File: config.mk
export PLATFORM = sky130hd
export DESIGN_NAME = spi_master_flat
export DESIGN_NICKNAME = d
export VERILOG_FILES = /design/src/rtl/spi_master_pkg.sv /design/src/rtl/spi_master_if.sv /design/src/rtl/spi_master_shifter.sv /design/src/rtl/spi_master.sv /design/src/flat_wrapper.sv
export SDC_FILE = /design/constraint.sdc
export NUM_CORES = 1
export LEC_CHECK = 0
export ABC_AREA = 1
export ABC_CLOCK_PERIOD_IN_PS = 2000
export BUFFER_PORTS_ARGS = -buffer_cell sky130_fd_sc_hd__buf_2
export CAP_MARGIN = 15
export CORE_MARGIN = 2
export CORE_UTILIZATION = 50
export CTS_CLUSTER_SIZE = 14
export DETAILED_ROUTE_END_ITERATION = 10
export PLACE_DENSITY = 0.75
export SLEW_MARGIN = 20
export SYNTH_ARGS = -nofsm -noshare
export SYNTH_HDL_FRONTEND = slang
export SYNTH_SLANG_ARGS = --single-unit
File: constraint.sdc
create_clock -name clk -period 2 [get_ports clk]
set_clock_uncertainty 0.05 [all_clocks]
set_input_delay 0.3 -clock clk [delete_from_list [all_inputs] [get_ports clk]]
set_output_delay 0.3 -clock clk [all_outputs]
set_load 0.01 [all_outputs]
File: src/rtl/spi_master_pkg.sv
// spi_master_pkg: shared types and constants for the SPI master.
//   master_state_e : FSM state encoding
//   CMD_*          : opcode values carried in cmd_word[9:8]
//   DEF_*          : default frame timing, in SS_n-low clock cycles
package spi_master_pkg;

  typedef enum logic [2:0] {
    M_IDLE,
    M_CMD,
    M_SHIFT,
    M_HOLD,
    M_READ,
    M_GAP
  } master_state_e;

  localparam logic [1:0] CMD_WR_ADDR = 2'b00;
  localparam logic [1:0] CMD_WR_DATA = 2'b01;
  localparam logic [1:0] CMD_RD_ADDR = 2'b10;
  localparam logic [1:0] CMD_RD_DATA = 2'b11;

  localparam int unsigned CMD_W  = 10;
  localparam int unsigned DATA_W = 8;
  localparam int unsigned CNT_W  = 5;

  localparam int unsigned DEF_FRAME_SHORT = 13;
  localparam int unsigned DEF_FRAME_LONG  = 23;
  localparam int unsigned DEF_MISO_START  = 13;

  // Only read-data commands extend the frame to collect a byte.
  function automatic logic is_read_data(input logic [CMD_W-1:0] word);
    return word[CMD_W-1 -: 2] == CMD_RD_DATA;
  endfunction

endpackage

File: src/rtl/spi_master_if.sv
// spi_master_if: command handshake, response and SPI pin bundle.
//   master modport : view of spi_master (drives SS_n/MOSI/cmd_ready/rsp/busy)
//   slave modport  : view of the host/bench side (drives cmd_valid/cmd_word/MISO)
interface spi_master_if;
  logic       cmd_valid;
  logic [9:0] cmd_word;
  logic       cmd_ready;
  logic       MISO;
  logic       SS_n;
  logic       MOSI;
  logic       rsp_valid;
  logic [7:0] rsp_data;
  logic       busy;

  modport master (
    input  cmd_valid, cmd_word, MISO,
    output cmd_ready, SS_n, MOSI, rsp_valid, rsp_data, busy
  );

  modport slave (
    output cmd_valid, cmd_word, MISO,
    input  cmd_ready, SS_n, MOSI, rsp_valid, rsp_data, busy
  );
endinterface

File: src/rtl/spi_master_shifter.sv
// spi_master_shifter: datapath registers of the SPI master.
//   clk, rst_n : clock, synchronous active-low reset
//   load_i     : load word_i into the transmit register, clear receive register
//   word_i     : command word to serialise
//   shift_i    : shift transmit register left by one
//   cap_i      : shift miso_i into the receive register (MSB first)
//   miso_i     : serial input bit
//   msb_o      : current transmit MSB
//   byte_o     : receive register contents
module spi_master_shifter
  import spi_master_pkg::*;
(
  input  logic              clk,
  input  logic              rst_n,
  input  logic              load_i,
  input  logic [CMD_W-1:0]  word_i,
  input  logic              shift_i,
  input  logic              cap_i,
  input  logic              miso_i,
  output logic              msb_o,
  output logic [DATA_W-1:0] byte_o
);

  logic [CMD_W-1:0]  tx_q;
  logic [DATA_W-1:0] rx_q;

  always_ff @(posedge clk) begin
    if (!rst_n) begin
      tx_q <= '0;
      rx_q <= '0;
    end else begin
      if (load_i) begin
        tx_q <= word_i;
      end else if (shift_i) begin
        tx_q <= {tx_q[CMD_W-2:0], 1'b0};
      end

      if (load_i) begin
        rx_q <= '0;
      end else if (cap_i) begin
        rx_q <= {rx_q[DATA_W-2:0], miso_i};
      end
    end
  end

  assign msb_o  = tx_q[CMD_W-1];
  assign byte_o = rx_q;

endmodule

File: src/rtl/spi_master.sv
// spi_master: host-side SPI master for the team's SPI slave.
//   clk   : system clock, rising edge
//   rst_n : synchronous active-low reset
//   bus   : spi_master_if.master
//           cmd_valid/cmd_word/cmd_ready : command handshake (10-bit word)
//           SS_n/MOSI/MISO               : SPI pins
//           rsp_valid/rsp_data           : read-data response pulse and byte
//           busy                         : acceptance through end of GAP
// Frame: cycle 0 repeats cmd_word[9] (slave state select), cycles 1..10 carry
// bits 9..0, then MOSI idles low until the frame length is reached.
module spi_master
  import spi_master_pkg::*;
#(
  parameter int unsigned FRAME_SHORT = DEF_FRAME_SHORT,
  parameter int unsigned FRAME_LONG  = DEF_FRAME_LONG,
  parameter int unsigned MISO_START  = DEF_MISO_START
) (
  input  logic clk,
  input  logic rst_n,
  spi_master_if.master bus
);

  localparam logic [CNT_W-1:0] SHIFT_LAST = CNT_W'(CMD_W);
  localparam logic [CNT_W-1:0] SHORT_LAST = CNT_W'(FRAME_SHORT - 1);
  localparam logic [CNT_W-1:0] LONG_LAST  = CNT_W'(FRAME_LONG - 1);
  localparam logic [CNT_W-1:0] RD_ENTRY   = CNT_W'(MISO_START - 1);
  localparam logic [CNT_W-1:0] CAP_FIRST  = CNT_W'(MISO_START);
  localparam logic [CNT_W-1:0] CAP_LAST   = CNT_W'(MISO_START + DATA_W - 1);

  master_state_e     state_q;
  logic [CNT_W-1:0]  cnt_q;
  logic              is_rd_q;
  logic              ss_n_q;
  logic              mosi_q;
  logic              rsp_valid_q;
  logic [DATA_W-1:0] rsp_data_q;
  logic              busy_q;

  logic              cmd_ready;
  logic              accept;
  logic              shift_en;
  logic              cap_en;
  logic              tx_msb;
  logic [DATA_W-1:0] rx_byte;

  assign cmd_ready = (state_q == M_IDLE) && rst_n;
  assign accept    = bus.cmd_valid && cmd_ready;

  // MOSI is registered, so the transmit register is shifted on the same edge
  // that copies its MSB out; CMD already uses bit 9, SHIFT consumes bits 9..0.
  always_comb begin
    shift_en = 1'b0;
    cap_en   = 1'b0;
    if (state_q == M_CMD) begin
      shift_en = 1'b1;
    end else if (state_q == M_SHIFT && cnt_q != SHIFT_LAST) begin
      shift_en = 1'b1;
    end
    if (state_q == M_READ && cnt_q >= CAP_FIRST && cnt_q <= CAP_LAST) begin
      cap_en = 1'b1;
    end
  end

  spi_master_shifter u_shifter (
    .clk     (clk),
    .rst_n   (rst_n),
    .load_i  (accept),
    .word_i  (bus.cmd_word),
    .shift_i (shift_en),
    .cap_i   (cap_en),
    .miso_i  (bus.MISO),
    .msb_o   (tx_msb),
    .byte_o  (rx_byte)
  );

  always_ff @(posedge clk) begin
    if (!rst_n) begin
      state_q     <= M_IDLE;
      cnt_q       <= '0;
      is_rd_q     <= 1'b0;
      ss_n_q      <= 1'b1;
      mosi_q      <= 1'b0;
      rsp_valid_q <= 1'b0;
      rsp_data_q  <= '0;
      busy_q      <= 1'b0;
    end else begin
      rsp_valid_q <= 1'b0;
      unique case (state_q)
        M_IDLE: begin
          if (accept) begin
            state_q <= M_CMD;
            cnt_q   <= '0;
            is_rd_q <= is_read_data(bus.cmd_word);
            ss_n_q  <= 1'b0;
            mosi_q  <= bus.cmd_word[CMD_W-1];
            busy_q  <= 1'b1;
          end
        end
        M_CMD: begin
          state_q <= M_SHIFT;
          cnt_q   <= cnt_q + 1'b1;
          mosi_q  <= tx_msb;
        end
        M_SHIFT: begin
          cnt_q <= cnt_q + 1'b1;
          if (cnt_q == SHIFT_LAST) begin
            state_q <= M_HOLD;
            mosi_q  <= 1'b0;
          end else begin
            mosi_q  <= tx_msb;
          end
        end
        M_HOLD: begin
          if (!is_rd_q && cnt_q == SHORT_LAST) begin
            state_q <= M_GAP;
            ss_n_q  <= 1'b1;
          end else begin
            cnt_q <= cnt_q + 1'b1;
            if (is_rd_q && cnt_q == RD_ENTRY) begin
              state_q <= M_READ;
            end
          end
        end
        M_READ: begin
          if (cnt_q == LONG_LAST) begin
            state_q     <= M_GAP;
            ss_n_q      <= 1'b1;
            rsp_valid_q <= 1'b1;
            rsp_data_q  <= rx_byte;
          end else begin
            cnt_q <= cnt_q + 1'b1;
          end
        end
        M_GAP: begin
          state_q <= M_IDLE;
          busy_q  <= 1'b0;
        end
        default: begin
          state_q <= M_IDLE;
        end
      endcase
    end
  end

  assign bus.cmd_ready = cmd_ready;
  assign bus.SS_n      = ss_n_q;
  assign bus.MOSI      = mosi_q;
  assign bus.rsp_valid = rsp_valid_q;
  assign bus.rsp_data  = rsp_data_q;
  assign bus.busy      = busy_q;

endmodule

File: src/flat_wrapper.sv
// flat-port wrapper written by rule: the top's interface ports become plain ports
module spi_master_flat import spi_master_pkg::*;
#(
  parameter int unsigned FRAME_SHORT = DEF_FRAME_SHORT,
  parameter int unsigned FRAME_LONG  = DEF_FRAME_LONG,
  parameter int unsigned MISO_START  = DEF_MISO_START
)
  (clk, rst_n, bus_cmd_valid, bus_cmd_word, bus_MISO, bus_cmd_ready, bus_SS_n, bus_MOSI, bus_rsp_valid, bus_rsp_data, bus_busy);
  spi_master_if bus_i ();
  input  logic clk;
  input  logic rst_n;
  input wire logic [$bits(bus_i.cmd_valid)-1:0] bus_cmd_valid;
  input wire logic [$bits(bus_i.cmd_word)-1:0] bus_cmd_word;
  input wire logic [$bits(bus_i.MISO)-1:0] bus_MISO;
  output wire logic [$bits(bus_i.cmd_ready)-1:0] bus_cmd_ready;
  output wire logic [$bits(bus_i.SS_n)-1:0] bus_SS_n;
  output wire logic [$bits(bus_i.MOSI)-1:0] bus_MOSI;
  output wire logic [$bits(bus_i.rsp_valid)-1:0] bus_rsp_valid;
  output wire logic [$bits(bus_i.rsp_data)-1:0] bus_rsp_data;
  output wire logic [$bits(bus_i.busy)-1:0] bus_busy;
  assign bus_i.cmd_valid = bus_cmd_valid;
  assign bus_i.cmd_word = bus_cmd_word;
  assign bus_i.MISO = bus_MISO;
  assign bus_cmd_ready = bus_i.cmd_ready;
  assign bus_SS_n = bus_i.SS_n;
  assign bus_MOSI = bus_i.MOSI;
  assign bus_rsp_valid = bus_i.rsp_valid;
  assign bus_rsp_data = bus_i.rsp_data;
  assign bus_busy = bus_i.busy;
  spi_master #(.FRAME_SHORT(FRAME_SHORT), .FRAME_LONG(FRAME_LONG), .MISO_START(MISO_START)) u_core (.clk(clk), .rst_n(rst_n), .bus(bus_i));
endmodule
==> results of run 1 <==
-- synth_stat cells --
cell type / instances / area [um^2]
o21ai_1: 3 / 15.01
nand3_4: 1 / 17.52
inv_2: 7 / 26.28
inv_1: 25 / 93.84
nand4_4: 1 / 21.27
a21oi_2: 1 / 8.760
nand2_4: 1 / 11.26
xnor2_1: 1 / 8.760
buf_2: 2 / 10.01
ha_1: 4 / 50.05
o21ai_2: 1 / 8.760
a21oi_1: 19 / 95.09
nand2_1: 60 / 225.2
buf_6: 1 / 11.26
nand3b_1: 1 / 7.510
buf_4: 1 / 7.510
o21ai_0: 21 / 105.1
nor2_1: 52 / 195.2
nor2_4: 2 / 22.52
nor2_2: 2 / 12.51
o21bai_1: 1 / 7.510
dfxtp_1: 39 / 780.8
o22ai_1: 1 / 6.260
clkbuf_1: 1 / 3.750
nand2_2: 5 / 31.28
nand3_2: 3 / 30.03
nand3_1: 12 / 60.06
clkinv_2: 1 / 5.000
a31oi_1: 1 / 6.260
nand4_1: 3 / 18.77
o211ai_1: 1 / 7.510
-- layout make-up --
class                   instances  area, um^2  area share [%]
clock buffers                   5       68.82           3.168
well taps                      48       60.06           2.765
flip-flops and latches         39       780.7           35.94
inverters                      33       125.1           5.760
multi-input cells             197       972.2           44.76
repair buffers                 28       145.1           6.682
clock inverters                 3       20.02          0.9217
-- routing by layer --
| layer | vias to the layer above | GRT usage (%) | share of wire (%) |
|---|---|---|---|
| met5 | - | 0 | 0 |
| met4 | 0 | 7.552 | 1.4 |
| met3 | 6 | 4.600 | 3.9 |
| met2 | 39 | 34.09 | 47 |
| met1 | 792 | 28.02 | 48 |
| li1 | 930 | - | - |
-- flip-flops by register name, indices dropped and copies added (netlist names) --
signal                   count
u_core.u_shifter.tx_q       10
u_core.bus.rsp_data          8
u_core.u_shifter.byte_o      8
u_core.cnt_q                 5
u_core.state_q               3
u_core.bus.MOSI              1
u_core.bus.SS_n              1
u_core.bus.busy              1
u_core.bus.rsp_valid         1
u_core.is_rd_q               1
-- report_power, final --
part | switching (W) | internal, W
clock network | 0.000294 | 0.000243
logic | 0.000610 | 0.000315
registers | 0.000103 | 0.000887
-- worst max-delay path: stages (launching register included) --
cell     delay [ns]
dfxtp_1        0.37
inv_1          0.14
ha_1           0.21
nand2_2        0.08
nor2_4         0.16
nor2_1         0.07
nor2_1         0.19
nand2_1        0.10
nand2_1        0.06
nand2_1        0.04
nor2_1         0.09
-- stage by stage --
stage          setup WS [ns]  instance area (um^2)  cells
3_5_place_dp          0.4034                  2083    345
3_3_place_gp          0.3809                  2083    345
5_1_grt               0.1966                  2172    353
2_1_floorplan         0.5827                  1911    274
4_1_cts               0.3713                  2172    353
6_report              0.3700                  2172    353
-- how the worst min path moves through the flow --
stage	to	slack, ns	cells past startpoint
after floorplan	u_core.u_shifter.tx_q[8]	0.38	2
after global placement	u_core.bus.SS_n	0.38	2
after detailed placement	u_core.bus.SS_n	0.39	2
after CTS	u_core.u_shifter.tx_q[4]	0.19	3
after global routing	u_core.u_shifter.tx_q[0]	0.21	3
final	u_core.u_shifter.tx_q[4]	0.19	3
-- cells by family (layout without fill, tap and decap cells) --
| logic type | Yosys count | after routing | synth area share, % |
|---|---|---|---|
| simple gates | 143 | 143 | 34.19 |
| compound gates | 49 | 49 | 13.62 |
| flops | 39 | 39 | 40.86 |
| buf+inv | 38 | 69 | 8.251 |
| fa+ha+maj | 4 | 4 | 2.620 |
| xor+xnor | 1 | 1 | 0.4585 |
==> flow_metrics.py, run 1 <==
metrics = {
    "final_layout": {
        "drive_gt1_share_pct": 20.00,
        "layout_commonest_cell": "nand2_1",
        "mostFrequentLayoutCells": "nand2_1, nor2_1, dfxtp_1, buf_2, inv_1",
        "diodes": 0,
        "fill_cells": 364,
        "fin_util_pct": 59.33,
        "layout.nets": 322,
        "areaGrowthSynthToFinish_pct": 13.69,
    },
    "clock_tree": {
        "clockBufferDepth": 2,
        "clk_pin_slew_ns": 0.08,
        "cts_tree": "yes",
        "cts-root-buf": "clkbuf_8",
        "cts_resized": 0,
        "cts_sinks": 39,
        "cts_hold_buf": 0,
        "htree_num_levels": 2,
        "cts_setup_buffers": 0,
        "numCtsBuffers": 5,
        "clkLatencyLatePin_ns": 0.29,
    },
    "grt": {
        "grt_pass1_vias": 1569,
        "grt_max_degree": 20,
        "grt-ovfl-total": 0,
        "grt_first_pass_wirelength_um": 7065,
        "antenna_found_initial": 0,
        "grt_use_total_pct": 21.23,
    },
    "power_and_ir_drop": {
        "ir_drop_uv": 627.7,
        "powerDensity_nw_per_um2": 1129,
        "p_total_w": 0.002452,
        "p_leak_nw": 1.013,
    },
    "worst_setup_path": {
        "r2r_cells": 10,
        "critical_path.startpoint": "u_core.cnt_q[0]",
        "critical_path_peak_fanout": 6,
        "worstSetupEndpoint": "u_core.state_q[0]",
        "r2r_slack_ns": 0.37,
        "path_class": "register to register",
        "worst_ep_arrival_time_ns": 1.81,
        "worstReg2RegEnd": "u_core.state_q[0]",
        "end_kind": "register",
        "critPathRequiredTime_ns": 2.18,
        "r2r-start": "u_core.cnt_q[0]",
        "cp-start-kind": "register",
    },
    "sta": {
        "rsz0062_at_grt": "no",
        "finalSetupTns_ns": 0,
        "fin_crit_ns": 1.630,
        "hold_viol_final": 0,
        "hold_ws_ns": 0.1945,
        "worst_slew_pin_slew_ns": 0.3062,
        "fmax_ghz": 0.6135,
        "report.final.slew_viol_count": 0,
        "slew_headroom_pct": 79.56,
        "finalCritPeriodShare_pct": 81.50,
        "setup_violations": 0,
    },
    "floorplanning": {
        "start_util_pct": 52.19,
        "fp.dieH_um": 65.82,
        "rows": 22,
        "core_area_um2": 3661,
        "die_w_um": 65.82,
        "dieArea_um2": 4332,
        "ioPinCount": 27,
    },
    "routing": {
        "vias": 1767,
        "first_pass_iters": 4,
        "totalWireLength_um": 4026,
        "avgViaCountPerCell": 5.006,
        "drc": 0,
        "avgRoutedWirePerCell_um": 11.41,
        "ant_nets": 0,
        "drt_iter0_drc": 137,
    },
    "logic_synthesis": {
        "synth_seq_cells": 39,
        "synth_area_um2": 1911,
        "synth_cell_types": 31,
        "synth_warnings": 0,
        "seq_area_frac_synth_pct": 40.86,
        "synth_cells": 274,
        "syn-num-nets": 292,
        "avgSynthCellArea_um2": 6.973,
    },
    "placement": {
        "portBuffers": 26,
        "gp_congestion": 0.8559,
        "dpl.hpwl_um": 2903,
    },
    "job": {
        "max-cap-violations": 0,
    },
    "worst_hold_path": {
        "hp-class": "input port to register",
        "hold_path.startpoint": "bus_cmd_word[4]",
    },
    "outcome": {
        "status": "finished, final reports clean",
    },
}
No activity file was read; power rests on OpenSTA's default activity.
==> inputs of run 2 (changes only) <==
- ABC_CLOCK_PERIOD_IN_PS: 2000 -> 1400
- PLACE_DENSITY: 0.75 -> 0.78
- clock period: 2 -> 1.4 ns (I/O delays scaled with it)
==> run 2 against run 1 <==
Net effect:
- the flow now finishes with violations (setup timing)
- worst setup slack lost 0.42 ns
- cell count grew 5.1%
- combinational power grew 100%
- die area is the same
- first-iteration DRC count shrank 43%
- count of clock-buffer cells in the layout grew 1
- sequential power grew 43%
- global-route usage grew 0.16 points
- via count grew 7.2%
- routed wire length grew 14%
- non-clock buffer count grew 16
- largest cell class unchanged
- highest routed layer unchanged
==> flow_metrics.py, run 2 (synthesis results as in run 1) <==
metrics = {
    "outcome": {
        "status": "finished with violations",
        "violations": "setup timing",
    },
    "worst_hold_path": {
        "hold_path.startpoint": "bus_cmd_word[4]",
        "hp-class": "input port to register",
        "worstHoldEndpoint": "u_core.u_shifter.tx_q[4]",
        "min_path_cells": 3,
    },
    "job": {
        "max-cap-violations": 0,
    },
    "final_layout": {
        "diodes": 0,
        "fill_cells": 290,
        "largest-register": "u_core.u_shifter.tx_q",
        "largest_reg_flops": 10,
        "fin_util_pct": 68.46,
        "mostFrequentLayoutCells": "nand2_1, nor2_1, dfxtp_1, buf_2, inv_1",
        "layout.nets": 340,
        "final_cells": 371,
        "drive_gt1_share_pct": 37.46,
        "layout_commonest_cell": "nand2_1",
        "areaGrowthSynthToFinish_pct": 31.17,
    },
    "clock_tree": {
        "cts_tree": "yes",
        "cts_sinks": 39,
        "htree_num_levels": 2,
        "cts-root-buf": "clkbuf_8",
        "numCtsBuffers": 5,
        "clk_pin_slew_ns": 0.08,
        "clkLatencyLatePin_ns": 0.29,
        "clockBufferDepth": 2,
    },
    "floorplanning": {
        "dieArea_um2": 4332,
        "ioPinCount": 27,
        "start_util_pct": 52.19,
        "die_w_um": 65.82,
        "rows": 22,
        "core_area_um2": 3661,
        "fp.dieH_um": 65.82,
    },
    "worst_setup_path": {
        "cp-start-kind": "register",
        "worst_ep_arrival_time_ns": 1.59,
        "r2r_slack_ns": -0.05,
        "path_class": "register to register",
        "end_kind": "register",
        "r2r-start": "u_core.cnt_q[0]",
        "worstReg2RegEnd": "u_core.state_q[0]",
        "r2r_cells": 9,
        "critPathRequiredTime_ns": 1.54,
        "critical_path_peak_fanout": 4,
    },
    "power_and_ir_drop": {
        "p_leak_nw": 1.137,
        "powerDensity_nw_per_um2": 1602,
        "ir_drop_uv": 755.2,
    },
    "routing": {
        "first_pass_iters": 4,
        "drt_iter0_drc": 78,
        "vias": 1895,
        "totalWireLength_um": 4574,
        "ant_nets": 0,
        "drc": 0,
        "avgViaCountPerCell": 5.108,
        "avgRoutedWirePerCell_um": 12.33,
    },
    "placement": {
        "dpl.hpwl_um": 3016,
        "portBuffers": 26,
        "dp_cells": 356,
        "dp_worst_setup_slack_ns": -0.1116,
        "gp_congestion": 0.9060,
    },
    "grt": {
        "grt_max_degree": 15,
        "grt_first_pass_wirelength_um": 7238,
        "grt_use_total_pct": 21.39,
        "grt-ovfl-total": 0,
        "grt_pass1_vias": 1724,
        "antenna_found_initial": 0,
    },
    "sta": {
        "rsz0062_at_grt": "yes",
        "finalCritPeriodShare_pct": 103.4,
        "setup_ws_ns": -0.04745,
        "slew_headroom_pct": 82.41,
        "worst_slew_pin_slew_ns": 0.2638,
        "setup_violations": 11,
        "fin_crit_ns": 1.447,
        "fmax_ghz": 0.6909,
        "report.final.slew_viol_count": 0,
        "hold_viol_final": 0,
    },
}
==> run 2: cell types whose count changed in the layout (fill, tap and decap cells not counted), moves of 5 or more <==
cell and change:
o21ai_2 +6, nor2_1 -7, o21ai_1 +8, buf_4 +15
dfxtp_2 +5, nand2_1 -8, a21oi_1 -6, inv_4 +6
dfxtp_1 -6, o21ai_0 -14, nand2_2 +6, a21oi_2 +6
==> run 2: critical path, cell delays in order, from the launching register on <==
cell	delay, ns
dfxtp_2	0.34
inv_4	0.08
ha_4	0.13
nand4_1	0.15
nand2_2	0.21
nand2_2	0.11
inv_1	0.07
nand2_1	0.06
nor2_1	0.10
nor2_1	0.05
==> run 2: layout make-up <==
| type | count | area [um^2] | area share, % |
|---|---|---|---|
| flip-flops and latches | 39 | 790.8 | 31.55 |
| multi-input cells | 199 | 1157 | 46.18 |
| clock inverters | 2 | 12.51 | 0.4993 |
| repair buffers | 44 | 269.0 | 10.73 |
| inverters | 33 | 143.9 | 5.741 |
| clock buffers | 6 | 72.57 | 2.896 |
| well taps | 48 | 60.06 | 2.396 |
==> run 2: repair_timing <==
item | CTS | global route
pin swaps | 9 | 8
gates cloned | 0 | 2
gates resized for setup | 22 | 54
endpoints found under the hold margin | 0 | 0
hold buffers | 0 | 0
setup endpoints to repair | 28 | 35
buffers inserted | 2 | 3
==> run 2: worst max-delay path by stage <==
stage,startpoint,endpoint,slack [ns],cells past startpoint
floorplan,u_core.cnt_q[0],u_core.state_q[0],0.02,9
global placement,u_core.cnt_q[0],u_core.u_shifter.tx_q[3],-0.06,9
detailed placement,u_core.cnt_q[0],u_core.state_q[0],-0.11,9
CTS,u_core.cnt_q[0],u_core.u_shifter.tx_q[7],-0.008,8
global route,u_core.cnt_q[0],u_core.u_shifter.tx_q[0],-0.12,8
finish,u_core.cnt_q[0],u_core.state_q[0],-0.05,9
==> run 2: layer usage <==
layer	wire length (um)	share of wire, %	global-route usage, %	vias up
met5	0	0	0	-
met4	68	1.5	7.552	0
met3	171	3.7	4.089	9
met2	2325	51	37.63	42
met1	2009	44	25.83	870
li1	-	-	-	974
==> run 2: metrics by stage <==
step	power (W)	TNS (ns)	cell area, um^2	hold WS [ns]
after global routing	0.004325	-1.886	2506	0.1059
after floorplan	0.002459	0	1912	0.2887
after detailed placement	0.002869	-1.560	2167	0.3970
final	0.004014	-0.2417	2506	0.09685
after CTS	0.003751	-0.02684	2326	0.09683
after global placement	0.002823	-0.3170	2167	0.3835
==> run 2: report_power, final <==
group          leakage, nW  switching (W)  internal [W]
logic                0.777        0.00114      0.000712
clock network       0.0412       0.000392      0.000348
registers            0.319       0.000133       0.00129
==> inputs of run 3 (changes only) <==
- CELL_PAD_IN_SITES_DETAIL_PLACEMENT: not set -> 2
- CELL_PAD_IN_SITES_GLOBAL_PLACEMENT: not set -> 2
- CORE_ASPECT_RATIO: not set -> 2
- CORE_UTILIZATION: 50 -> 28
- SKIP_LAST_GASP: not set -> 1
==> run 3 against run 2 <==
Net effect:
- the run still ends with setup timing left
- register-to-register slack got worse by 0.12 ns
- die area rose by 74%
- highest routed layer unchanged
- first-iteration DRC count down 33%
- power increased by 33%
- sequential power up 4%
- hold slack better by 0.011 ns
==> flow_metrics.py, run 3 (synthesis results as in run 1) <==
metrics = {
    "outcome": {
        "status": "finished with violations",
        "violations": "setup timing",
    },
    "routing": {
        "avgRoutedWirePerCell_um": 19.21,
        "drt_iter0_drc": 52,
        "first_pass_iters": 4,
        "totalWireLength_um": 8241,
        "avgViaCountPerCell": 4.923,
        "ant_nets": 0,
        "drc": 0,
        "vias": 2112,
    },
    "clock_tree": {
        "numCtsBuffers": 5,
        "cts_tree": "yes",
        "clk_pin_slew_ns": 0.06,
        "clockBufferDepth": 2,
        "cts-root-buf": "clkbuf_16",
        "clkLatencyLatePin_ns": 0.29,
        "cts_sinks": 39,
        "cts_hold_buf": 0,
        "htree_num_levels": 2,
    },
    "final_layout": {
        "areaGrowthSynthToFinish_pct": 48.85,
        "fin_util_pct": 42.95,
        "layout.nets": 358,
        "drive_gt1_share_pct": 43.11,
        "diodes": 0,
        "mostFrequentLayoutCells": "nor2_1, nand2_1, dfxtp_1, buf_4, buf_2",
        "final_cells": 429,
        "layout_commonest_cell": "nor2_1",
        "largest_reg_flops": 10,
        "fill_cells": 772,
        "largest-register": "u_core.u_shifter.tx_q",
    },
    "sta": {
        "finalCritPeriodShare_pct": 111.8,
        "hold_ws_ns": 0.1081,
        "rsz0062_at_grt": "yes",
        "slew_headroom_pct": 81.50,
        "fin_crit_ns": 1.566,
        "report.final.slew_viol_count": 0,
        "fmax_ghz": 0.6388,
        "hold_viol_final": 0,
        "setup_ws_ns": -0.1655,
        "worst_slew_pin_slew_ns": 0.2770,
        "setup_violations": 34,
    },
    "placement": {
        "dp_cells": 408,
        "dpl.hpwl_um": 5162,
        "portBuffers": 26,
        "gp_congestion": 0.8183,
    },
    "grt": {
        "antenna_found_initial": 0,
        "grt_use_total_pct": 21.90,
        "grt_max_degree": 13,
        "grt_pass1_vias": 2367,
        "grt_first_pass_wirelength_um": 12500,
        "grt-ovfl-total": 0,
    },
    "power_and_ir_drop": {
        "p_seq_share_pct": 27.7,
        "ir_drop_uv": 892.9,
        "p_sw_share_pct": 42.50,
        "clkPwrFrac_pct": 21.3,
        "powerDensity_nw_per_um2": 1875,
        "p_sw_w": 0.002267,
        "p_total_w": 0.005334,
        "p_leak_nw": 1.298,
        "p_int_w": 0.003067,
        "comb_power_share_pct": 50.9,
    },
    "floorplanning": {
        "rows": 42,
        "fp.dieH_um": 120.8,
        "ioPinCount": 27,
        "die_w_um": 62.41,
        "dieArea_um2": 7540,
        "core_area_um2": 6621,
        "start_util_pct": 28.85,
    },
    "worst_setup_path": {
        "critPathRequiredTime_ns": 1.58,
        "path_class": "register to register",
        "cp-start-kind": "register",
        "critical_path_peak_fanout": 8,
        "worst_ep_arrival_time_ns": 1.75,
        "end_kind": "register",
    },
    "job": {
        "max-cap-violations": 0,
    },
    "worst_hold_path": {
        "hp-class": "input port to register",
    },
}
==> run 3: final timing paths <==
check | from | to | slack [ns] | cells after the start
max | u_core.cnt_q[0] | u_core.u_shifter.tx_q[9] | -0.17 | 8
min | bus_cmd_word[8] | u_core.u_shifter.tx_q[8] | 0.11 | 3
max reg2reg | u_core.cnt_q[0] | u_core.u_shifter.tx_q[9] | -0.17 | 8
min reg2reg | u_core.u_shifter.tx_q[5] | u_core.u_shifter.tx_q[5] | 0.42 | 2
==> run 3: timing repair <==
| action | in CTS | in global routing |
|---|---|---|
| pin swaps | 14 | 10 |
| gates cloned | 1 | 0 |
| resized for setup | 53 | 43 |
| endpoints found under the setup margin | 38 | 37 |
| setup buffers | 6 | 6 |
==> run 3: power by group through the flow <==
stage / Clock (W) / Sequential [W] / Combinational, W
6_report: 0.00114 / 0.00148 / 0.00272
5_1_grt: 0.00119 / 0.00150 / 0.00292
4_1_cts: 0.00117 / 0.00146 / 0.00231
3_5_place_dp: 0 / 0.00143 / 0.00177
3_3_place_gp: 0 / 0.00142 / 0.00170
2_1_floorplan: 0 / 0.00143 / 0.00103
==> run 3: final cells by class <==
type	count	area, um^2	area share [%]
clock buffer	6	128.9	4.531
inverter	33	151.4	5.323
clock inverter	2	12.51	0.4399
tap	88	110.1	3.872
multi-input combinational	198	1196	42.06
timing repair buffer	63	446.7	15.71
sequential	39	798.3	28.07
==> run 3: critical path, stage by stage, from the launching register on <==
cell and delay [ns]:
dfxtp_4 0.37, inv_6 0.08, ha_4 0.15, nand4_1 0.15, nand2_2 0.18, nand3_4 0.18, o21bai_1 0.20, nand2_1 0.09
nand2_1 0.06
==> run 3: through the flow <==
step / setup TNS [ns] / setup WS, ns / instance area [um^2]
floorplan: 0 / 0.01920 / 1912
global placement: -1.141 / -0.1199 / 2307
detailed placement: -3.294 / -0.2143 / 2307
CTS: -1.411 / -0.09259 / 2669
global route: -5.695 / -0.2619 / 2844
finish: -3.144 / -0.1655 / 2844
==> run 3: metal layers <==
layer | routed length, um | GRT usage, %
met2 | 5134 | 45.63
met5 | 0 | 0
met4 | 182 | 10.97
met1 | 2792 | 19.40
met3 | 130 | 3.163
